## src/rtl/mm_pkg.sv

```systemverilog
`default_nettype none
// ============================================================================
// Module   : mm_pkg
// Purpose  : Shared types and constants for the UART matrix-multiplication
//            receive path: frame parser state encoding, error codes and
//            operand-memory select values.
// Revision : 1.0 - initial release
// ============================================================================
package mm_pkg;

  typedef enum logic [2:0] {
    S_IDLE   = 3'd0,
    S_RECV_A = 3'd1,
    S_RECV_B = 3'd2,
    S_CHECK  = 3'd3,
    S_DONE   = 3'd4
  } state_t;

  localparam logic [1:0] ERR_NONE    = 2'b00;
  localparam logic [1:0] ERR_SIZE    = 2'b01;
  localparam logic [1:0] ERR_TIMEOUT = 2'b10;
  localparam logic [1:0] ERR_CSUM    = 2'b11;

  localparam logic WR_SEL_A = 1'b0;
  localparam logic WR_SEL_B = 1'b1;

endpackage : mm_pkg
`default_nettype wire

```

## src/rtl/elem_assembler.sv

```systemverilog
`default_nettype none
// ============================================================================
// Module   : elem_assembler
// Purpose  : Collects ELEM_BYTES received bytes (first byte = LSB) into one
//            element and flags the byte that completes it.
// Ports    : clk, rst     - clock, synchronous active-high reset
//            clear_i      - discard any partially assembled element
//            valid_i      - byte_i carries a payload byte this cycle
//            byte_i       - payload byte
//            elem_o       - assembled element, valid while done_o is high
//            done_o       - this byte completes an element (combinational)
// Revision : 1.0 - initial release
// ============================================================================
module elem_assembler #(
  parameter int ELEM_BYTES = 1
) (
  input  logic                    clk,
  input  logic                    rst,
  input  logic                    clear_i,
  input  logic                    valid_i,
  input  logic [7:0]              byte_i,
  output logic [8*ELEM_BYTES-1:0] elem_o,
  output logic                    done_o
);

  localparam int EW = 8 * ELEM_BYTES;
  localparam int CW = (ELEM_BYTES > 1) ? $clog2(ELEM_BYTES) : 1;
  localparam logic [CW-1:0] LAST_BYTE = CW'(ELEM_BYTES - 1);

  logic [EW-1:0] shift_q;
  logic [EW-1:0] shift_d;
  logic [CW-1:0] cnt_q;

  // New byte enters at the top and earlier bytes move down, so once all
  // ELEM_BYTES bytes have arrived the first one sits in the LSB position.
  // The completed element is taken straight from the next-state value so the
  // parent can register it on the same edge as the final byte.
  assign shift_d = EW'({byte_i, shift_q} >> 8);
  assign elem_o  = shift_d;
  assign done_o  = valid_i && (cnt_q == LAST_BYTE);

  always_ff @(posedge clk) begin
    if (rst || clear_i) begin
      shift_q <= '0;
      cnt_q   <= '0;
    end else if (valid_i) begin
      shift_q <= shift_d;
      cnt_q   <= done_o ? '0 : cnt_q + CW'(1);
    end
  end

endmodule : elem_assembler
`default_nettype wire

```

## src/rtl/matrix_frame_loader.sv

```systemverilog
`default_nettype none
// ============================================================================
// Module   : matrix_frame_loader
// Purpose  : Parses a UART frame {N, A[N*N], B[N*N] [, checksum]} and writes
//            the elements row-major into the A/B operand memories, then holds
//            frame_done until the multiplier acknowledges.
// Ports    : clk, rst            - clock, synchronous active-high reset
//            rx_valid, rx_data   - received byte strobe and data
//            wr_en/sel/addr/data - operand memory write port (registered)
//            mat_n               - N of the current / last accepted frame
//            frame_done, mm_ack  - frame hand-off to the multiplier
//            busy                - parser is inside a frame
//            err, err_code       - error pulse and sticky error cause
// Options  : FRAME_CHECKSUM_EN - expect a trailing XOR checksum byte
// Revision : 1.0 - initial release
// ============================================================================
module matrix_frame_loader
  import mm_pkg::*;
#(
  parameter int MAX_N       = 8,
  parameter int ELEM_BYTES  = 1,
  parameter int TIMEOUT_CYC = 2_000_000,
  parameter int ADDR_W      = $clog2(MAX_N * MAX_N)
) (
  input  logic                       clk,
  input  logic                       rst,
  input  logic                       rx_valid,
  input  logic [7:0]                 rx_data,
  output logic                       wr_en,
  output logic                       wr_sel,
  output logic [ADDR_W-1:0]          wr_addr,
  output logic [8*ELEM_BYTES-1:0]    wr_data,
  output logic [$clog2(MAX_N+1)-1:0] mat_n,
  output logic                       frame_done,
  input  logic                       mm_ack,
  output logic                       busy,
  output logic                       err,
  output logic [1:0]                 err_code
);

  localparam int EW = 8 * ELEM_BYTES;
  localparam int NW = $clog2(MAX_N + 1);
  localparam int TW = (TIMEOUT_CYC > 1) ? $clog2(TIMEOUT_CYC) : 1;
  localparam bit TO_EN = (TIMEOUT_CYC > 0);
  // The counter holds the number of idle cycles already seen, so expiry is
  // flagged on the idle cycle whose count reaches TIMEOUT_CYC.
  localparam logic [TW-1:0] TO_LAST = TW'((TIMEOUT_CYC > 0) ? TIMEOUT_CYC - 1 : 0);

  state_t              state_q;
  logic [NW-1:0]       mat_n_q;
  logic [ADDR_W-1:0]   idx_q;
  logic [NW-1:0]       row_q;
  logic [NW-1:0]       col_q;
  logic [TW-1:0]       to_q;
  logic                wr_en_q;
  logic                wr_sel_q;
  logic [ADDR_W-1:0]   wr_addr_q;
  logic [EW-1:0]       wr_data_q;
  logic                frame_done_q;
  logic                err_q;
  logic [1:0]          err_code_q;
`ifdef FRAME_CHECKSUM_EN
  logic [7:0]          csum_q;
`endif

  logic          w_in_recv;
  logic          w_asm_valid;
  logic          w_elem_done;
  logic [EW-1:0] w_elem;
  logic          w_size_ok;
  logic          w_last_col;
  logic          w_last_elem;
  logic          w_expire;

  assign w_in_recv   = (state_q == S_RECV_A) || (state_q == S_RECV_B) ||
                       (state_q == S_CHECK);
  assign w_asm_valid = rx_valid && ((state_q == S_RECV_A) || (state_q == S_RECV_B));
  assign w_size_ok   = (rx_data != 8'd0) && (rx_data <= 8'(MAX_N));
  // Row/column counters find the last element of an N x N block without
  // needing N*N; idx_q alone supplies the row-major address.
  assign w_last_col  = ((col_q + NW'(1)) == mat_n_q);
  assign w_last_elem = w_last_col && ((row_q + NW'(1)) == mat_n_q);
  // A byte arriving in the expiry cycle takes priority over the timeout.
  assign w_expire    = TO_EN && w_in_recv && !rx_valid && (to_q == TO_LAST);

  elem_assembler #(
    .ELEM_BYTES (ELEM_BYTES)
  ) u_elem_asm (
    .clk     (clk),
    .rst     (rst),
    .clear_i (state_q == S_IDLE),
    .valid_i (w_asm_valid),
    .byte_i  (rx_data),
    .elem_o  (w_elem),
    .done_o  (w_elem_done)
  );

  always_ff @(posedge clk) begin
    if (rst) begin
      state_q      <= S_IDLE;
      mat_n_q      <= '0;
      idx_q        <= '0;
      row_q        <= '0;
      col_q        <= '0;
      to_q         <= '0;
      wr_en_q      <= 1'b0;
      wr_sel_q     <= WR_SEL_A;
      wr_addr_q    <= '0;
      wr_data_q    <= '0;
      frame_done_q <= 1'b0;
      err_q        <= 1'b0;
      err_code_q   <= ERR_NONE;
`ifdef FRAME_CHECKSUM_EN
      csum_q       <= '0;
`endif
    end else begin
      wr_en_q <= 1'b0;
      err_q   <= 1'b0;
      to_q    <= (rx_valid || !w_in_recv) ? '0 : to_q + TW'(1);

      case (state_q)
        S_IDLE: begin
          if (rx_valid) begin
            if (w_size_ok) begin
              mat_n_q    <= rx_data[NW-1:0];
              err_code_q <= ERR_NONE;
              idx_q      <= '0;
              row_q      <= '0;
              col_q      <= '0;
`ifdef FRAME_CHECKSUM_EN
              csum_q     <= '0;
`endif
              state_q    <= S_RECV_A;
            end else begin
              err_q      <= 1'b1;
              err_code_q <= ERR_SIZE;
            end
          end
        end

        S_RECV_A, S_RECV_B: begin
          if (rx_valid) begin
`ifdef FRAME_CHECKSUM_EN
            csum_q <= csum_q ^ rx_data;
`endif
            if (w_elem_done) begin
              wr_en_q   <= 1'b1;
              wr_sel_q  <= (state_q == S_RECV_B) ? WR_SEL_B : WR_SEL_A;
              wr_addr_q <= idx_q;
              wr_data_q <= w_elem;
              if (w_last_elem) begin
                idx_q <= '0;
                row_q <= '0;
                col_q <= '0;
                if (state_q == S_RECV_A) begin
                  state_q <= S_RECV_B;
                end else begin
`ifdef FRAME_CHECKSUM_EN
                  state_q <= S_CHECK;
`else
                  state_q <= S_DONE;
`endif
                end
              end else begin
                idx_q <= idx_q + ADDR_W'(1);
                if (w_last_col) begin
                  col_q <= '0;
                  row_q <= row_q + NW'(1);
                end else begin
                  col_q <= col_q + NW'(1);
                end
              end
            end
          end else if (w_expire) begin
            err_q      <= 1'b1;
            err_code_q <= ERR_TIMEOUT;
            state_q    <= S_IDLE;
          end
        end

`ifdef FRAME_CHECKSUM_EN
        S_CHECK: begin
          if (rx_valid) begin
            if (rx_data == csum_q) begin
              frame_done_q <= 1'b1;
              state_q      <= S_DONE;
            end else begin
              err_q      <= 1'b1;
              err_code_q <= ERR_CSUM;
              state_q    <= S_IDLE;
            end
          end else if (w_expire) begin
            err_q      <= 1'b1;
            err_code_q <= ERR_TIMEOUT;
            state_q    <= S_IDLE;
          end
        end
`endif

        S_DONE: begin
          // Without a checksum, DONE is entered on the final B write edge and
          // frame_done follows one cycle later. Bytes here are ignored.
          if (mm_ack) begin
            frame_done_q <= 1'b0;
            state_q      <= S_IDLE;
          end else begin
            frame_done_q <= 1'b1;
          end
        end

        default: state_q <= S_IDLE;
      endcase
    end
  end

  assign wr_en      = wr_en_q;
  assign wr_sel     = wr_sel_q;
  assign wr_addr    = wr_addr_q;
  assign wr_data    = wr_data_q;
  assign mat_n      = mat_n_q;
  assign frame_done = frame_done_q;
  assign busy       = (state_q != S_IDLE);
  assign err        = err_q;
  assign err_code   = err_code_q;

endmodule : matrix_frame_loader
`default_nettype wire

```

## config.mk

```make
export PLATFORM = sky130hd
export DESIGN_NAME = matrix_frame_loader
export DESIGN_NICKNAME = d
export VERILOG_FILES = /design/src/rtl/mm_pkg.sv /design/src/rtl/elem_assembler.sv /design/src/rtl/matrix_frame_loader.sv
export SDC_FILE = /design/constraint.sdc
export NUM_CORES = 1
export LEC_CHECK = 0
export BUFFER_PORTS_ARGS = -buffer_cell sky130_fd_sc_hd__buf_2
export CAP_MARGIN = 20
export CORE_MARGIN = 1.5
export CORE_UTILIZATION = 50
export DETAILED_ROUTE_END_ITERATION = 12
export PLACE_DENSITY_LB_ADDON = 0.1
export SYNTH_ARGS = -nofsm -noshare
export SYNTH_HDL_FRONTEND = slang
export SYNTH_HIERARCHICAL = 1
export SYNTH_SLANG_ARGS = --single-unit
```

## constraint.sdc

```tcl
create_clock -name clk -period 5.9 [get_ports clk]
set_input_delay 0.885 -clock clk [delete_from_list [all_inputs] [get_ports clk]]
set_output_delay 0.885 -clock clk [all_outputs]
set_load 0.01 [all_outputs]
```

Yosys cells after proc, flatten, opt, wreduce, memory -nomap -nowiden
Cells that the tools add are included.
W data, S select, Z words.
- flip-flop bits (word level): 63
- bits of input ports: 12
- output and inout bits: 25
- logic and storage cells: 107
- add/subtract/negate cells: 5
- order comparisons: 1
- equality and inequality tests: 18
- muxes and demuxes: 41
- bitwise operators: 3
- reduce and logical (&&, ||, !) cells: 25
- operators with widths (operator ; count):
    $mux W4 ; 10
    $mux W6 ; 5
    $mux W3 ; 8
    $add A21 B1 Y21 const B ; 1
    $eq A21 B21 Y1 const B ; 1
    $pmux W4 S2 ; 2
    $ne A2 B2 Y1 const B ; 6
    $pmux W6 S2 ; 1
    $reduce_and A6 Y1 ; 2
    $mux W1 ; 9
    $ne A3 B3 Y1 const B ; 3
    $pmux W3 S3 ; 1
    $add A4 B1 Y4 const B ; 2
    $eq A4 B4 Y1 ; 2
    $le A8 B4 Y1 const B ; 1
    $reduce_bool A8 Y1 ; 1
    $add A6 B1 Y6 const B ; 1
    $eq A3 B2 Y1 const B ; 2
    $logic_and A1 B1 Y1 ; 6
    $mux W2 ; 3
    $reduce_and A3 Y1 ; 2
    $reduce_and A5 Y1 ; 1
    $logic_or A1 B1 Y1 ; 4
    $pmux W2 S2 ; 1
    14 further kinds ; 18

Longest topological paths before layout
- word-level depth: 8
- depth in mapped cells: 10
- gate-level depth less buffers: 9

Modules after synthesis
Netlist, hierarchy kept.
- by module, submodules not included (module ; times used ; cells each ; area an instance (µm²)):
    matrix_frame_loader ; 1 ; 332 ; 2891.5
    elem_assembler ; 1 ; 11 ; 101.3

Worst setup path after synthesis
Ideal clock, no wire load.
- path type: input port to flip-flop
- start: input port rx_valid
- end: register col_q[2]
- arrival: 2.361 ns
- path slack: 3.448 ns
- cell stages on the path: 8
- path through: nand2b_1 > nor2_1 > nor2b_1 > nand2_1 > or2_1 > buf_6 > or3_1 > a311oi_1
- word-level cells in the longest chain between the ends: 4
- ends and longest elaborated chain (what ; line ; RTL):
    start, declared ; matrix_frame_loader.sv:27 ; input logic rx_valid,
    $logic_and A1 B1 Y1 ; matrix_frame_loader.sv:77 ; assign w_asm_valid = rx_valid && ((state_q == S_RECV_A) || (state_q == S_RECV_B));
    via w_asm_valid ; matrix_frame_loader.sv:67 ; logic w_asm_valid;
    $logic_and A1 B1 Y1 ; elem_assembler.sv:40 ; assign done_o = valid_i && (cnt_q == LAST_BYTE);
    via w_elem_done ; matrix_frame_loader.sv:68 ; logic w_elem_done;
    $ne A2 B1 Y1 (no source line) ; - ;
    $reduce_and A5 Y1 (no source line) ; - ;
    end signal, assigned ; matrix_frame_loader.sv:170 ; col_q <= col_q + NW'(1);
    end, declared ; matrix_frame_loader.sv:53 ; logic [NW-1:0] col_q;
The timed path passes the listed nets, and every way through them passes these cells.
A chain may end at the register's enable or synchronous reset.

Worst setup path in the final report
- start: register state_q[1]
- end: register idx_q[4]
- word-level cells in the longest chain between the ends: 6
- ends and longest elaborated chain (what ; line ; RTL):
    start, declared ; matrix_frame_loader.sv:49 ; state_t state_q;
    start signal, assigned ; matrix_frame_loader.sv:100 ; state_q <= S_IDLE;
    start signal, assigned ; matrix_frame_loader.sv:133 ; state_q <= S_RECV_A;
    start signal, assigned ; matrix_frame_loader.sv:156 ; state_q <= S_RECV_B;
    $eq A3 B1 Y1 or $eq A3 B2 Y1 (tied branches) ; matrix_frame_loader.sv:77 ;
    $logic_or A1 B1 Y1 * ; matrix_frame_loader.sv:77 ;
    $logic_and A1 B1 Y1 * ; matrix_frame_loader.sv:77 ;
    via w_asm_valid ; matrix_frame_loader.sv:67 ;
    $logic_and A1 B1 Y1 * ; elem_assembler.sv:40 ;
    via w_elem_done ; matrix_frame_loader.sv:68 ;
    $ne A2 B1 Y1 (no source line) * ; - ;
    $reduce_and A5 Y1 (no source line) * ; - ;
    end signal, assigned ; matrix_frame_loader.sv:165 ; idx_q <= idx_q + ADDR_W'(1);
    end, declared ; matrix_frame_loader.sv:51 ; logic [ADDR_W-1:0] idx_q;
The timed path passes the listed nets; every way through them passes the cells marked *.

==> metrics.md <==
| Metric | Value |
|---|---|
| Fraction of the cycle the final worst path needs | `45.5%` |
| Relative contribution of the clock network to total power | `36.2%` |
| Starting density of the core | `53.0%` |
| Ranking of synthesized cells by area | `sky130_fd_sc_hd__dfxtp_1 42%, sky130_fd_sc_hd__nor2_1 5.4%, sky130_fd_sc_hd__nand2_1 5.1%` |
| DRC viols | `0` |
| Area enclosed by the die boundary | `6460 µm²` |
| Std-Cell Rows | `27` |
| Via count of the first global-routing pass | `2,157` |
| Post CTS Setup Buffer Count | `0` |
| Vertical extent of the die | `80.4 µm` |
| Netlist Area Pre-Place | `2990 µm²` |
| Async set-or-reset flop fraction in the synthesized netlist | `0%` |
| CTS tree | `yes` |
| Input/output buffers | `36` |
| Placer Congestion | `0.842` |
| Slowest cell on the critical path | `sky130_fd_sc_hd__dfxtp_1` |
| Sort of element at the start of the critical path | `register` |
| Leak | `1.19 nW` |
| Post-cts resize count | `0` |
| Critical Path Fanout Max | `21` |
| Number of pins exceeding their max-slew limit in the final report | `0` |
| CTS Buffer Depth | `2` |
| Result of the run | `completed` |
| Pwr dens | `266 nW/µm²` |
| Number of distinct standard cells referenced by the synthesized netlist | `54` |
| Post-route core utilization | `58.4%` |
| NumNets Final | `383` |
| Nets in the synthesized netlist | `359` |
| Unrepaired setup endpoints after global routing | `no` |
| Worst slew pin tran | `0.835 ns` |
| Skew-Pair Late Insertion Delay | `0.34 ns` |
| Final routed wirelength across all metal layers | `5.96 mm` |
| Worst Path Buf+Inv | `0` |
| Antenna violations before repair | `0` |
| Cell count after synthesis | `343` |
| Worst Clk Skew | `0.00666 ns` |
| Flop-to-flop setup slack | `3.22 ns` |
| Number of endpoints failing setup at the final stage | `0` |
| Vias per std cell | `5.29` |
| Antenna-violating nets left | `0` |
| Count of yosys warnings during synthesis | `6` |
| Final-layout worst hold slack | `0.449 ns` |
| Highest Clock Rate | `373 MHz` |
| Endpoint arrival time on the critical path | `2.94 ns` |
| Boundary pin count | `37` |
| Routed wirelength normalized by instance count | `13.4 µm` |
| Die boundary width | `80.4 µm` |
| Number of vias in the routed layout | `2,349` |
| Post-route setup TNS | `0 ns` |
| Ordered cell list for the critical path | `xnor2_4 > nor2_1 > nor2b_1 > nand2_1 > or2_1 > or4_1 > a31oi_1` |
| Number of violations of the max-capacitance limit | `0` |
| Delay-heaviest family, CP | `simple AND/OR/NAND/NOR gates` |
| Class of the worst hold path | `reg -> reg` |
| GRT Residual Overflow | `0` |
| Peak supply drop | `0.178 mV` |
| CP endpoint kind | `register` |
| Post-detail-place hpwl | `4.21 mm` |
| Clock transition at the register clock pins on the worst setup and hold paths after CTS | `0.07 ns` |
| Placeable core region | `5640 µm²` |
| Net switching power of the design | `0.248 mW` |
| H-tree depth reported by CTS | `3` |
| Layout-stage area growth over the synthesis result | `10.1%` |
| Crit Path Category | `reg -> reg` |
| Part of the power in registers | `50.8%` |
| Number of detailed-route iterations in the first pass | `4` |
| Minimum period implied by the final worst setup slack | `2.68 ns` |
| Total GRT Usage | `20.4%` |
| Cell internal pwr | `0.628 mW` |
| Number of clock sinks | `63` |
| Average cell area after synthesis | `8.73 µm²` |
| Flop and latch count out of synthesis | `63` |
| Switching part of the total power | `28.3%` |
| Relative slew slack | `44.2%` |
| Slowest Stage Delay on Critical Path | `0.57 ns` |
| Number of hold buffers added after cts | `0` |
| Share of the yosys chip area belonging to registers | `42.1%` |
| Number of clock buffers inserted by TritonCTS | `9` |
| Most frequent cells after synthesis | `63 x sky130_fd_sc_hd__dfxtp_1, 43 x sky130_fd_sc_hd__nor2_1, 41 x sky130_fd_sc_hd__nand2_1` |
| Main synth FF type | `sky130_fd_sc_hd__dfxtp_1` |
| Count of flip-flops with a built-in enable after synthesis | `0` |
| Proportion of power drawn by combinational gates | `13.0%` |
| Final count of hold timing violations | `0` |
| Antenna diode instance count | `0` |
| Pin count of the biggest net entering global routing | `42` |
| Data required time of the critical path | `6.16 ns` |
| Area fraction of the dominant cell type after synthesis | `42.1%` |
| Most frequent cell after synthesis | `sky130_fd_sc_hd__dfxtp_1` |
| Synth area leader | `sky130_fd_sc_hd__dfxtp_1` |
| Share of layout cells above drive strength 1 | `18.3%` |
| Cell at the root of the clock tree | `sky130_fd_sc_hd__clkbuf_8` |
| DRC violation total after the first TritonRoute iteration | `107` |
| Power consumption | `0.876 mW` |
| Global-route wire length before repair | `9.96 mm` |
-- worst register-to-register path, cell delays in order, from the launching register on --
cell and delay, ns:
sky130_fd_sc_hd__dfxtp_1 0.57, sky130_fd_sc_hd__xnor2_4 0.19, sky130_fd_sc_hd__nor2_1 0.22, sky130_fd_sc_hd__nor2b_1 0.28
sky130_fd_sc_hd__nand2_1 0.15, sky130_fd_sc_hd__or2_1 0.50, sky130_fd_sc_hd__or4_1 0.56, sky130_fd_sc_hd__a31oi_1 0.14
-- area by class of cell --
| class | count | area, µm² |
|---|---|---|
| Clock buffer | 10 | 128 |
| Clock inverter | 6 | 37.5 |
| Fill cell | 514 | 2350 |
| Inverter | 7 | 26.3 |
| Multi-Input combinational cell | 250 | 1570 |
| Sequential cell | 63 | 1260 |
| Tap cell | 72 | 90.1 |
| Timing Repair Buffer | 36 | 180 |
-- placed cells by master (no fill, tap or decap), drive strengths merged, types with 3 or more instances in the layout --
cell,count
a21oi,27
a311oi,3
and3,10
buf,36
clkbuf,10
clkinv,3
clkinvlp,3
dfxtp,63
ha,4
inv,7
mux2i,6
nand2,41
nand2b,3
nand3,20
nand4,3
nor2,47
nor2b,4
nor4,6
nor4b,3
o21ai,10
or2,4
or3,5
or4,3
xnor2,16
xor2,12
-- through the flow --
step / area [µm²] / worst slack, ns / instances
2_1_floorplan: 2990 / 3.45 / 343
3_3_place_gp: 3130 / 3.00 / 428
5_1_grt: 3290 / 3.00 / 444
3_5_place_dp: 3130 / 2.92 / 428
4_1_cts: 3290 / 3.24 / 444
6_report: 3290 / 3.22 / 444
-- power groups by stage --
stage | clock network [mW] | registers [mW] | logic (mW)
3_5_place_dp | 0 | 0.454 | 0.114
4_1_cts | 0.328 | 0.445 | 0.115
5_1_grt | 0.344 | 0.446 | 0.125
6_report | 0.317 | 0.445 | 0.114
3_3_place_gp | 0 | 0.454 | 0.113
2_1_floorplan | 0 | 0.451 | 0.0935
-- registers in the layout, indices dropped and copies added (netlist names), 2 cells and up --
signal and flops:
idx_q 6, wr_data 8, err_code 2, mat_n 4, wr_addr 6, col_q 4, state_q 3, to_q 21
row_q 4
-- metal layers --
metal / part of all wire (%) / up-vias / track usage, %
met2: 47 / 33 / 32.6
met1: 48 / 1083 / 24.9
met4: 1.2 / 0 / 8.28
met5: 0 / - / 0
li1: - / 1226 / -
met3: 3.8 / 7 / 7.27
-- worst paths after layout --
kind	cells after the start	to	from
worst max-delay path	7	idx_q[4]	state_q[1]
worst min register to register	1	to_q[0]	to_q[0]
worst min-delay path	1	to_q[0]	to_q[0]
worst max register to register	7	idx_q[4]	state_q[1]
-- kinds of logic (layout without fill, tap and decap cells) --
group / count (synthesis) / count (layout) / share of synthesized area (%)
AND/OR/NAND/NOR: 155 / 155 / 26.9
flip-flops: 63 / 63 / 42.1
AO/OA/AOI/OAI: 55 / 55 / 11.6
XOR/XNOR: 30 / 30 / 10.4
buffers and inverters: 30 / 59 / 5.35
multiplexers: 6 / 6 / 2.01
adder cells (fa/ha/maj): 4 / 4 / 1.67
No activity file was read; power rests on OpenSTA's default activity.
